===== src/rtl/ama_riscv_perf_dump.sv =====
// rtl/ama_riscv_perf_dump.sv - streams performance counters and event selectors as a 23-word dump
module ama_riscv_perf_dump #(
  parameter logic [15:0] HDR_TAG = 16'hA11A
) (
  input  logic        clk,
  input  logic        rst,
  input  logic        start,
  input  logic        csr_gnt,
  output logic        csr_re,
  output logic [11:0] csr_addr,
  input  logic [31:0] csr_rdata,
  output logic        out_valid,
  input  logic        out_ready,
  output logic [31:0] out_data,
  output logic        out_last,
  output logic        busy,
  output logic        done
);

  typedef enum logic [3:0] {
    IDLE, HDR, RD_HI, RD_LO, RD_HI2, EMIT_LO, EMIT_HI, RD_EV, EMIT_EV, DONE
  } state_t;

  state_t      state, state_nx;
  logic [2:0]  index, index_nx;
  logic [31:0] hi_a, hi_a_nx;
  logic [31:0] lo, lo_nx;
  logic        out_valid_nx, out_last_nx;
  logic [31:0] out_data_nx;

  logic        slot_free;
  logic        rd_state;
  logic        rd_fire;
  logic [11:0] cnt_addr;

  // Output slot can take a new word when empty or when its word leaves this cycle
  assign slot_free = !out_valid || out_ready;
  assign rd_state  = (state == RD_HI) || (state == RD_LO) || (state == RD_HI2) || (state == RD_EV);
  assign csr_re    = rd_state && slot_free;
  assign rd_fire   = csr_re && csr_gnt;
  assign busy      = (state != IDLE);
  assign done      = (state == DONE);

  // Low-half CSR address of counter 'index': mcycle, minstret, then mhpmcounter3..8
  always_comb begin
    cnt_addr = 12'hB01 + {9'd0, index};
    if (index == 3'd0) cnt_addr = 12'hB00;
    else if (index == 3'd1) cnt_addr = 12'hB02;
  end

  // Read address is held steady for as long as the request waits for a grant
  always_comb begin
    csr_addr = 12'h000;
    if (csr_re) begin
      case (state)
        RD_LO:   csr_addr = cnt_addr;
        RD_EV:   csr_addr = 12'h323 + {9'd0, index};
        default: csr_addr = cnt_addr | 12'h080;
      endcase
    end
  end

  // Next-state, capture registers and output-slot loading
  always_comb begin
    state_nx     = state;
    index_nx     = index;
    hi_a_nx      = hi_a;
    lo_nx        = lo;
    out_valid_nx = out_valid && !out_ready;
    out_data_nx  = out_data;
    out_last_nx  = out_last;
    case (state)
      IDLE: if (start) state_nx = HDR;
      HDR: begin
        out_valid_nx = 1'b1;
        out_data_nx  = {HDR_TAG, 16'd22};
        out_last_nx  = 1'b0;
        index_nx     = 3'd0;
        state_nx     = RD_HI;
      end
      RD_HI: if (rd_fire) begin
        hi_a_nx  = csr_rdata;
        state_nx = RD_LO;
      end
      RD_LO: if (rd_fire) begin
        lo_nx    = csr_rdata;
        state_nx = RD_HI2;
      end
      RD_HI2: if (rd_fire) begin
        // A changed high half means the low half may have wrapped: reread it
        if (csr_rdata == hi_a) begin
          state_nx = EMIT_LO;
        end else begin
          hi_a_nx  = csr_rdata;
          state_nx = RD_LO;
        end
      end
      EMIT_LO: if (slot_free) begin
        out_valid_nx = 1'b1;
        out_data_nx  = lo;
        out_last_nx  = 1'b0;
        state_nx     = EMIT_HI;
      end
      EMIT_HI: if (slot_free) begin
        out_valid_nx = 1'b1;
        out_data_nx  = hi_a;
        out_last_nx  = 1'b0;
        if (index == 3'd7) begin
          index_nx = 3'd0;
          state_nx = RD_EV;
        end else begin
          index_nx = index + 3'd1;
          state_nx = RD_HI;
        end
      end
      RD_EV: if (rd_fire) begin
        lo_nx    = csr_rdata;
        state_nx = EMIT_EV;
      end
      EMIT_EV: begin
        // Final word stays here until it is taken
        if (out_valid && out_last) begin
          if (out_ready) state_nx = DONE;
        end else if (slot_free) begin
          out_valid_nx = 1'b1;
          out_data_nx  = lo;
          out_last_nx  = (index == 3'd5);
          if (index != 3'd5) begin
            index_nx = index + 3'd1;
            state_nx = RD_EV;
          end
        end
      end
      DONE:    state_nx = IDLE;
      default: state_nx = IDLE;
    endcase
  end

  // State and datapath registers
  always_ff @(posedge clk) begin
    if (rst) begin
      state     <= IDLE;
      index     <= 3'd0;
      hi_a      <= 32'd0;
      lo        <= 32'd0;
      out_valid <= 1'b0;
      out_data  <= 32'd0;
      out_last  <= 1'b0;
    end else begin
      state     <= state_nx;
      index     <= index_nx;
      hi_a      <= hi_a_nx;
      lo        <= lo_nx;
      out_valid <= out_valid_nx;
      out_data  <= out_data_nx;
      out_last  <= out_last_nx;
    end
  end

endmodule


===== config.mk =====
export PLATFORM = sky130hd
export DESIGN_NAME = ama_riscv_perf_dump
export DESIGN_NICKNAME = d
export VERILOG_FILES = /design/src/rtl/ama_riscv_perf_dump.sv
export SDC_FILE = /design/constraint.sdc
export NUM_CORES = 1
export LEC_CHECK = 0
export CORE_ASPECT_RATIO = 1.4
export CORE_MARGIN = 2
export CORE_UTILIZATION = 40
export DETAILED_ROUTE_END_ITERATION = 6
export GPL_TIMING_DRIVEN = 1
export MAX_ROUTING_LAYER = met4
export SLEW_MARGIN = 20
export SYNTH_ARGS = -nofsm -noshare
export SYNTH_HDL_FRONTEND = slang
export SYNTH_SLANG_ARGS = --single-unit

===== constraint.sdc =====
create_clock -name clk -period 4.6 [get_ports clk]
set_clock_uncertainty 0.15 [all_clocks]
set_input_delay 0.92 -clock clk [delete_from_list [all_inputs] [get_ports clk]]
set_output_delay 0.92 -clock clk [all_outputs]
set_load 0.03 [all_outputs]

==> impl_metrics.tcl <==
set metrics [dict create \
    status "finished clean" \
    r2r_setup_slack_ns 1.70 \
    first_pass_iters 5 \
    worst_pin_slew_ns 0.8043 \
    dr_total_vias 4326 \
    grt_overflow 0 \
    syn_to_final_growth_pct 24.24 \
    ys.flop_type "dfxtp_1" \
    p_total_mw 2.288 \
    dpl.cell_count 755 \
    drcViolationCount 0 \
    die_area_um2 12970 \
    cts_resized 0 \
    die_x_um 96.83 \
    ant_nets 0 \
    htree_levels 3 \
    clock_sinks 105 \
    yosys.area_share.simple_pct 19.63 \
    syn_area_um2 4826 \
    die_y_um 134.0 \
    io_buffers 82 \
    syn_avg_cell_area_um2 8.618 \
    yosysUniqueCellTypes 48 \
    yosysTopAreaCell "dfxtp_1" \
    ys_seq_area_share_pct 43.56 \
    cap_violations 0 \
    vias_per_cell 5.618 \
    io_pins 86 \
    ys_top_cells_by_count "dfxtp_1, nand2_1, a21oi_1" \
    drv_slew 0 \
    fin_crit_sh_pct 89.64 \
    nets 661 \
    yosys_warnings 0 \
    worst_setup_path_start_kind "primary input" \
    required_ns 3.53 \
    netlist_instances 560 \
    grt_pass1_wl_um 22400 \
    synth_mux_area_share_pct 0.6741 \
    setup_viol 0 \
    relSlewSlack_pct 46.38 \
    ys_ff_latch 105 \
    hold_viol_final 0 \
    arrival_ns 3.05 \
    critPathMaxFanout 5 \
    core_um2 11820 \
    cts_setup_buffers 0 \
    synth_edf_count 0 \
    cts_root_buffer "clkbuf_16" \
    cts_tree "built" \
    fin_cells 770 \
    grtUsageTotal_pct 21.77 \
    grt_max_degree 74 \
    ir_drop_v 0.0002151 \
    holdWs_ns 0.3059 \
    drtIter0Drc 231 \
    fin_crit_ns 4.124 \
    rows 47 \
    drive_gt1_share_pct 6.742 \
    async_flop_share_pct 0 \
    numCtsBuffers 9 \
    fmax_ghz 0.2425 \
    critPathKind "in -> out" \
    dp_hpwl_um 9119 \
    finalSetupTns_ns 0 \
    initial_utilization_pct 40.83 \
    grt_pass1_vias 4205 \
    cellLeakagePower_nw 2.028 \
    synth_top_family_by_area "compound AO/OA/AOI/OAI gates" \
    routed_wl_um 13640 \
    gp_congestion 0.8996 \
    endpoint_kind "output port" \
    cts_buffer_depth 2 \
    ys_top_cells_by_area "dfxtp_1, nand2_1, a22o_1, xnor2_1, a21oi_1" \
    diodes 0 \
    synth_compound_area_share_pct 23.00 \
    clock_latency_ns 0.34 \
    clkTransAtPathRegs_ns 0.07 \
    holdBufCountCts 0 \
    yosys.area.top_type_share_pct 43.56 \
    synth_most_common_cell "dfxtp_1" \
    drt-wirelength-per-cell_um 17.71 \
    antenna_found_initial 0 \
    hp-class "reg -> reg" \
    power.density_nw_per_um2 381.6 \
    grt_setup_unrepaired "false" \
    synthAdderAreaFrac_pct 1.296 \
    synthXorXnorAreaFrac_pct 6.171 \
]
-- state kept, by name (all words and copies together) (netlist names) --
signal / flops
lo: 32
index: 3
hi_a: 32
out_data: 32
out_valid: 1
out_last: 1
state: 4
-- stage by stage --
stage | area, µm² | setup WS [ns] | util (%)
after floorplan | 4833 | 1.083 | -
after global placement | 5693 | 0.5395 | 48.16
after detailed placement | 5700 | 0.4766 | 48.23
after CTS | 5996 | 0.4709 | 50.73
after global routing | 5996 | 0.3329 | 50.73
final | 5996 | 0.4764 | 50.73
-- path summary, 6_finish.rpt --
path,cells past startpoint,to,start
hold reg to reg,2,out_data[4],out_data[4]
setup / recovery,8,csr_addr[2],out_ready
setup reg to reg,7,out_data[25],state[0]
hold / removal,2,out_data[4],out_data[4]
-- cell usage in the layout (no fill, tap or decap), drive strengths merged, types with 2 or more instances in the layout --
master,netlist,routed
buf,28,13
nand2b,7,7
nand4,10,10
nand3b,2,2
nand2,97,97
nor3,29,29
clkinv,0,3
nor2,41,41
a211oi,3,3
a32oi,5,5
clkdlybuf4s50,0,81
xnor2,33,33
conb,1,3
o21ai,8,8
clkbuf,20,10
o22ai,9,9
o211ai,9,9
ha,5,5
a221oi,26,26
a21oi,52,52
a22o,33,33
nand3,4,4
dfxtp,105,105
mux2,2,2
a31oi,2,2
nor4,4,4
nor2b,5,5
inv,5,5
and3,3,3
-- power breakdown --
part	internal (mW)	total [mW]	leakage, nW	switching [mW]
Combinational	0.212	0.518	1.03	0.306
Clock	0.433	0.768	0.144	0.335
Sequential	0.965	1.00	0.854	0.0369
-- area by class of cell --
type	instances	area [µm²]
fillers	1160	5824
multi-input cells	404	2490
flip-flops and latches	105	2102
repair buffers	94	905.9
clock buffers	10	239.0
well taps	147	183.9
clock inverters	5	56.30
inverters	5	18.77
-- critical path: stages --
cell and delay, ns:
clkdlybuf4s50_1 0.47, nor2b_1 0.09, nor2_1 0.28, nand2b_1 0.17
inv_1 0.14, o21ai_0 0.10, a211oi_1 0.17, clkdlybuf4s50_1 0.70
-- routing by layer --
metal	wire length, µm	vias up	GRT usage, %
met5	0	-	-
met2	6966	127	37.04
met1	5828	2071	27.06
met3	576	17	2.553
li1	-	2111	-
met4	264	0	6.964
-- cells by family (layout without fill, tap and decap cells) --
| logic type | count (synthesis) | in the layout |
|---|---|---|
| compound gates | 152 | 152 |
| xor+xnor | 34 | 34 |
| fa+ha+maj | 5 | 5 |
| buf+inv | 53 | 114 |
| flops | 105 | 105 |
| mux | 3 | 3 |
| other cells | 1 | 3 |
| simple gates | 207 | 207 |
Power figures use the tool's default switching activity.
